$ cat src/rtl/perceptron_accum.sv
// Perceptron dot-product accumulator with threshold compare and a valid/ready result port.
// Optional build macro ACCUM_SAT_EN: clamp the accumulator at 2^ACC_W-1 instead of wrapping.
module perceptron_accum #(
    parameter int NUM_INPUTS = 784,
    parameter int ACC_W      = 26
) (
    input  logic             clk,
    input  logic             reset_n,
    input  logic             clear,
    input  logic [15:0]      product,
    input  logic             product_valid,
    output logic             in_ready,
    input  logic [ACC_W-1:0] threshold,
    output logic [ACC_W-1:0] sum,
    output logic             fire,
    output logic             overflow,
    output logic             out_valid,
    input  logic             out_ready
);

    generate
        if (NUM_INPUTS < 2 || ACC_W < 16) begin : g_bad_param
            $error("perceptron_accum: NUM_INPUTS must be >= 2 and ACC_W >= 16");
        end
    endgenerate

    localparam int CNT_W = $clog2(NUM_INPUTS);
    localparam logic [CNT_W-1:0] LAST = CNT_W'(NUM_INPUTS - 1);

    typedef enum logic {
        ACCUM,
        DONE
    } state_t;

    state_t           state, state_nx;
    logic [ACC_W-1:0] acc, acc_nx;
    logic [CNT_W-1:0] count, count_nx;
    logic             ovf_acc, ovf_acc_nx;
    logic [ACC_W-1:0] sum_nx;
    logic             fire_nx;
    logic             overflow_nx;
    logic [ACC_W:0]   add_full;
    logic             carry;
    logic [ACC_W-1:0] add_res;

    assign add_full = {1'b0, acc} + (ACC_W + 1)'(product);
    assign carry    = add_full[ACC_W];

`ifdef ACCUM_SAT_EN
    // Once clamped, any further nonzero product carries again, so acc stays at max.
    assign add_res = carry ? '1 : add_full[ACC_W-1:0];
`else
    assign add_res = add_full[ACC_W-1:0];
`endif

    assign in_ready  = (state == ACCUM);
    assign out_valid = (state == DONE);

    always_ff @(posedge clk or negedge reset_n) begin
        if (!reset_n) begin
            state    <= ACCUM;
            acc      <= '0;
            count    <= '0;
            ovf_acc  <= 1'b0;
            sum      <= '0;
            fire     <= 1'b0;
            overflow <= 1'b0;
        end else begin
            state    <= state_nx;
            acc      <= acc_nx;
            count    <= count_nx;
            ovf_acc  <= ovf_acc_nx;
            sum      <= sum_nx;
            fire     <= fire_nx;
            overflow <= overflow_nx;
        end
    end

    always_comb begin
        state_nx    = state;
        acc_nx      = acc;
        count_nx    = count;
        ovf_acc_nx  = ovf_acc;
        sum_nx      = sum;
        fire_nx     = fire;
        overflow_nx = overflow;
        if (clear) begin
            state_nx    = ACCUM;
            acc_nx      = '0;
            count_nx    = '0;
            ovf_acc_nx  = 1'b0;
            overflow_nx = 1'b0;
        end else begin
            case (state)
                ACCUM: begin
                    if (product_valid) begin
                        if (count == LAST) begin
                            state_nx    = DONE;
                            sum_nx      = add_res;
                            fire_nx     = (add_res >= threshold);
                            overflow_nx = ovf_acc | carry;
                            acc_nx      = '0;
                            count_nx    = '0;
                            ovf_acc_nx  = 1'b0;
                        end else begin
                            acc_nx     = add_res;
                            count_nx   = count + 1'b1;
                            ovf_acc_nx = ovf_acc | carry;
                        end
                    end
                end
                DONE: begin
                    if (out_ready) begin
                        state_nx    = ACCUM;
                        overflow_nx = 1'b0;
                    end
                end
                default: state_nx = ACCUM;
            endcase
        end
    end

endmodule

$ cat config.mk
export PLATFORM = sky130hd
export DESIGN_NAME = perceptron_accum
export DESIGN_NICKNAME = d
export VERILOG_FILES = /design/src/rtl/perceptron_accum.sv
export SDC_FILE = /design/constraint.sdc
export NUM_CORES = 1
export LEC_CHECK = 0
export CORE_MARGIN = 2
export CORE_UTILIZATION = 54
export DETAILED_ROUTE_END_ITERATION = 10
export PLACE_DENSITY = 0.81
export SYNTH_ARGS = -nofsm -noshare
export SYNTH_HDL_FRONTEND = slang
export SYNTH_SLANG_ARGS = --single-unit
$ cat constraint.sdc
create_clock -name clk -period 3.45 [get_ports clk]
set_input_delay 0.345 -clock clk [delete_from_list [all_inputs] [get_ports clk]]
set_output_delay 0.345 -clock clk [all_outputs]
set_load 0.03 [all_outputs]
==> results.md <==
* Routed WL per cell at 18.5 microns
* Synth Area in Compound Gates at 0.228
* Clock Path Buffers at 2
* PD cells at 410 nW/um^2
* Final setup fails at 0
* CTS tree: built
* CTS Sinks at 66
* First-pass GRT wire length at 22300 microns
* HPWL after DPL at 10200 microns
* Switching power at 0.967 mW
* Hold_buf cts at 0
* Pint at 1.72 mW
* Worst endpoint required time at 3.67 ns
* Clock transition at path regs at 0.08 ns
* Placed Area at 6060 sq um
* Gp weighted congestion at 0.892
* Drt via density at 5.98
* Clk_lat worst skew at 0.35 ns
* Final Max Tran Viols at 0
* Placed cell count at 762
* Root buf cell: clkbuf_8
* Post-synthesis adder-cell area fraction at 0.121
* Max Cap Viol at 0
* Number of synthesized flops with an enable pin at 0
* Slowest stage cell, crit path: fa_2
* Slew @ Worst Pin at 0.661 ns
* Simple logic cell fraction of the synthesized area at 0.174
* Vias in the first global route at 4699
* Final wirelength at 14600 microns
* Startpoint types: flop
* DR iter-0 viols at 321
* RSZ-0062 raised after global routing: true
* IO buf count at 76
* Rows at 33
* Largest net degree at the start of global routing at 41
* Mean Syn Cell Area at 8.97 sq um
* Fin Setup TNS at 0 ns
* Met1 WL at 6150 microns
* Final WS setup at 0.0373 ns
* Hold WS at -0.000989 ns
* Netlist cell types at 59
* Sequential area share after synthesis at 0.357
* Yosys warnings at 0
* Final period utilization at 0.989
* Post-Synth XOR/XNOR Area at 0.0341
* Synth Cell Area at 4620 sq um
* GRT Total Usage at 0.311
* Fin util at 0.794
* VDD IR max at 0.000285 V
* Critical path peak fanout at 4
* CP Capture Type: flop
* Most used DFF post-synth: dfrtp_1
* Setup CP Type: flop to flop
* Setup Slack @ Placement at -0.717 ns
* Total power at 2.69 mW
* Post-route ant nets at 0
* Worst min path class: input port to asynchronous set/reset pin
* Logic gate share of total power at 0.450
* I/O pin count at 77
* Combinational family with the most area after synthesis: compound AO/OA/AOI/OAI gates
* Top Layer Used: met4
* Fmax at 0.293 GHz
* Total CTS buffers at 9
* Final Hold Viols at 1
* CP cell instances: ha_2 > inv_2 > fa_2 > nand2b_4 > a21oi_4 > buf_4 > o2111ai_4 > buf_4 > a21oi_1 > xor2_1 > ha_1 > a21o_1 > a21oi_1 > o22a_1 > o31ai_2
* Critical Path AT at 3.64 ns
* Share of cells above drive strength 1 at 0.243
* Router iterations before antenna repair at 6
* Power share of the sequential group at 0.319
* Post-synth ARST share at 1.00
* Final instance area at 6550 sq um
* Die Wd at 96.5 microns
* Die height at 96.5 microns
* Gr ovfl total at 0
* Leakage at 3.20 nW
* # H-tree levels at 3
* Vias after detailed routing at 4706
* Final clock skew at 0.0168 ns
* Violated checks: hold timing
* Layout Cells excl Fill at 787
* Diodes inserted at 0
* Initial antenna violation count at 0
* Die area at 9320 sq um
* Residual DRC at 0
* Worst relative slew slack at 0.558
* Switching share of power at 0.360
* Clock group share of total power at 0.231
* Mux contribution to synthesized area at 0.0403
* Flops & latches, synth at 66
* CP peak stage delay at 0.39 ns
* Core Footprint at 8260 sq um
* Initial Utilization at 0.560
* DR WL met2 at 7080 microns
* Cell count after synthesis at 515
* Synth Net Count at 606
* Metal3 WL at 959 microns
* Area grow syn2layout at 41.8%
* Final min period at 3.41 ns
* Final net count at 770
* Status: finished with violations
## power groups by stage
stage / combinational (mW) / clock (mW) / sequential [mW]
after floorplan: 0.558 / 0 / 0.854
after global placement: 1.00 / 0 / 0.864
after detailed placement: 1.04 / 0 / 0.868
after CTS: 1.08 / 0.629 / 0.852
after global routing: 1.32 / 0.666 / 0.863
final: 1.21 / 0.622 / 0.857
## worst paths after layout
path	startpoint	end	slack, ns	cells after the start
setup / recovery	acc[0]	fire	0.04	15
hold / removal	reset_n	sum[10]	-0.001	1
setup reg to reg	acc[0]	fire	0.04	15
hold reg to reg	sum[4]	sum[4]	0.48	2
max in group asynchronous	reset_n	sum[21]	2.46	2
min in group clk	sum[4]	sum[4]	0.48	2
## logic make-up after synthesis
group	Yosys count
xor+xnor	18
compound gates	154
mux	17
buf+inv	53
flops	66
simple gates	163
fa+ha+maj	44
## cell usage after synthesis (all sizes together) (6+ instances only)
cell    number  area (sq um)
nand2       60           228
ha          43           538
and2         8          50.1
buf          8          41.3
and3        12          75.1
inv         36           135
a211oi       7          57.6
nor2b        7          43.8
xnor2        9          78.8
nand4       10          62.6
clkbuf       9          33.8
nand3       12          60.1
nor2        28           105
dfrtp       66          1650
a21o        14           105
a31oi       14          87.6
a21oi       31           170
nand2b       9          56.3
nor3         6          41.3
a22o        15           131
xor2         9          78.8
o21ai       40           200
mux2        13           146
## critical path, delay by kind of cell, from the launching register on
kind	cells	cell delay [ns]
AOI/OAI and AO/OA	7	1.17
and+or+nand+nor	1	0.17
buffers and inverters	3	0.41
DFF	1	0.37
adders and majority gates	3	0.90
xor gates and xnor gates	1	0.26
## layer usage
metal,track usage,vias up
met4,0.116,0
li1,-,2180
met1,0.399,2275
met3,0.0729,41
met5,0,-
met2,0.513,210
## timing repair
item                                    in CTS  in global routing
endpoints found under the setup margin       1                  1
setup buffers                                3                  8
hold endpoints to repair                     0                  0
pin swaps                                    7                 23
gates resized for setup                     13                 37
## cell usage in the layout, fill, tap and decap left out, types with 4 or more instances in the layout
cell             count
a211oi_1             4
a21o_1              14
a21oi_1             25
a22o_1              15
a31oi_1             13
and2_1               8
and3_1              12
buf_4               94
clkbuf_8            12
clkdlybuf4s50_1     73
dfrtp_1             66
ha_1                37
ha_4                 4
inv_1               33
mux2_2              12
mux2i_1              4
nand2_1             58
nand2b_1             8
nand3_1             12
nand4_1             10
nor2_1              26
nor2b_1              7
nor3_1               4
o211ai_1             4
o21a_1               5
o21ai_0             34
xnor2_1              7
xor2_1               7
## area by class of cell
class	count	area, sq um
multi-input cells	396	2990
fillers	565	1700
flip-flops and latches	66	1650
repair buffers	170	1470
clock buffers	12	165
inverters	36	135
well taps	105	131
clock inverters	2	12.5
## state kept, by name, summed over array words and instances (netlist names)
name and flops:
out_valid 1, ovf_acc 1, acc 26, overflow 1
fire 1, count 10, sum 26
Power figures use the tool's default switching activity.
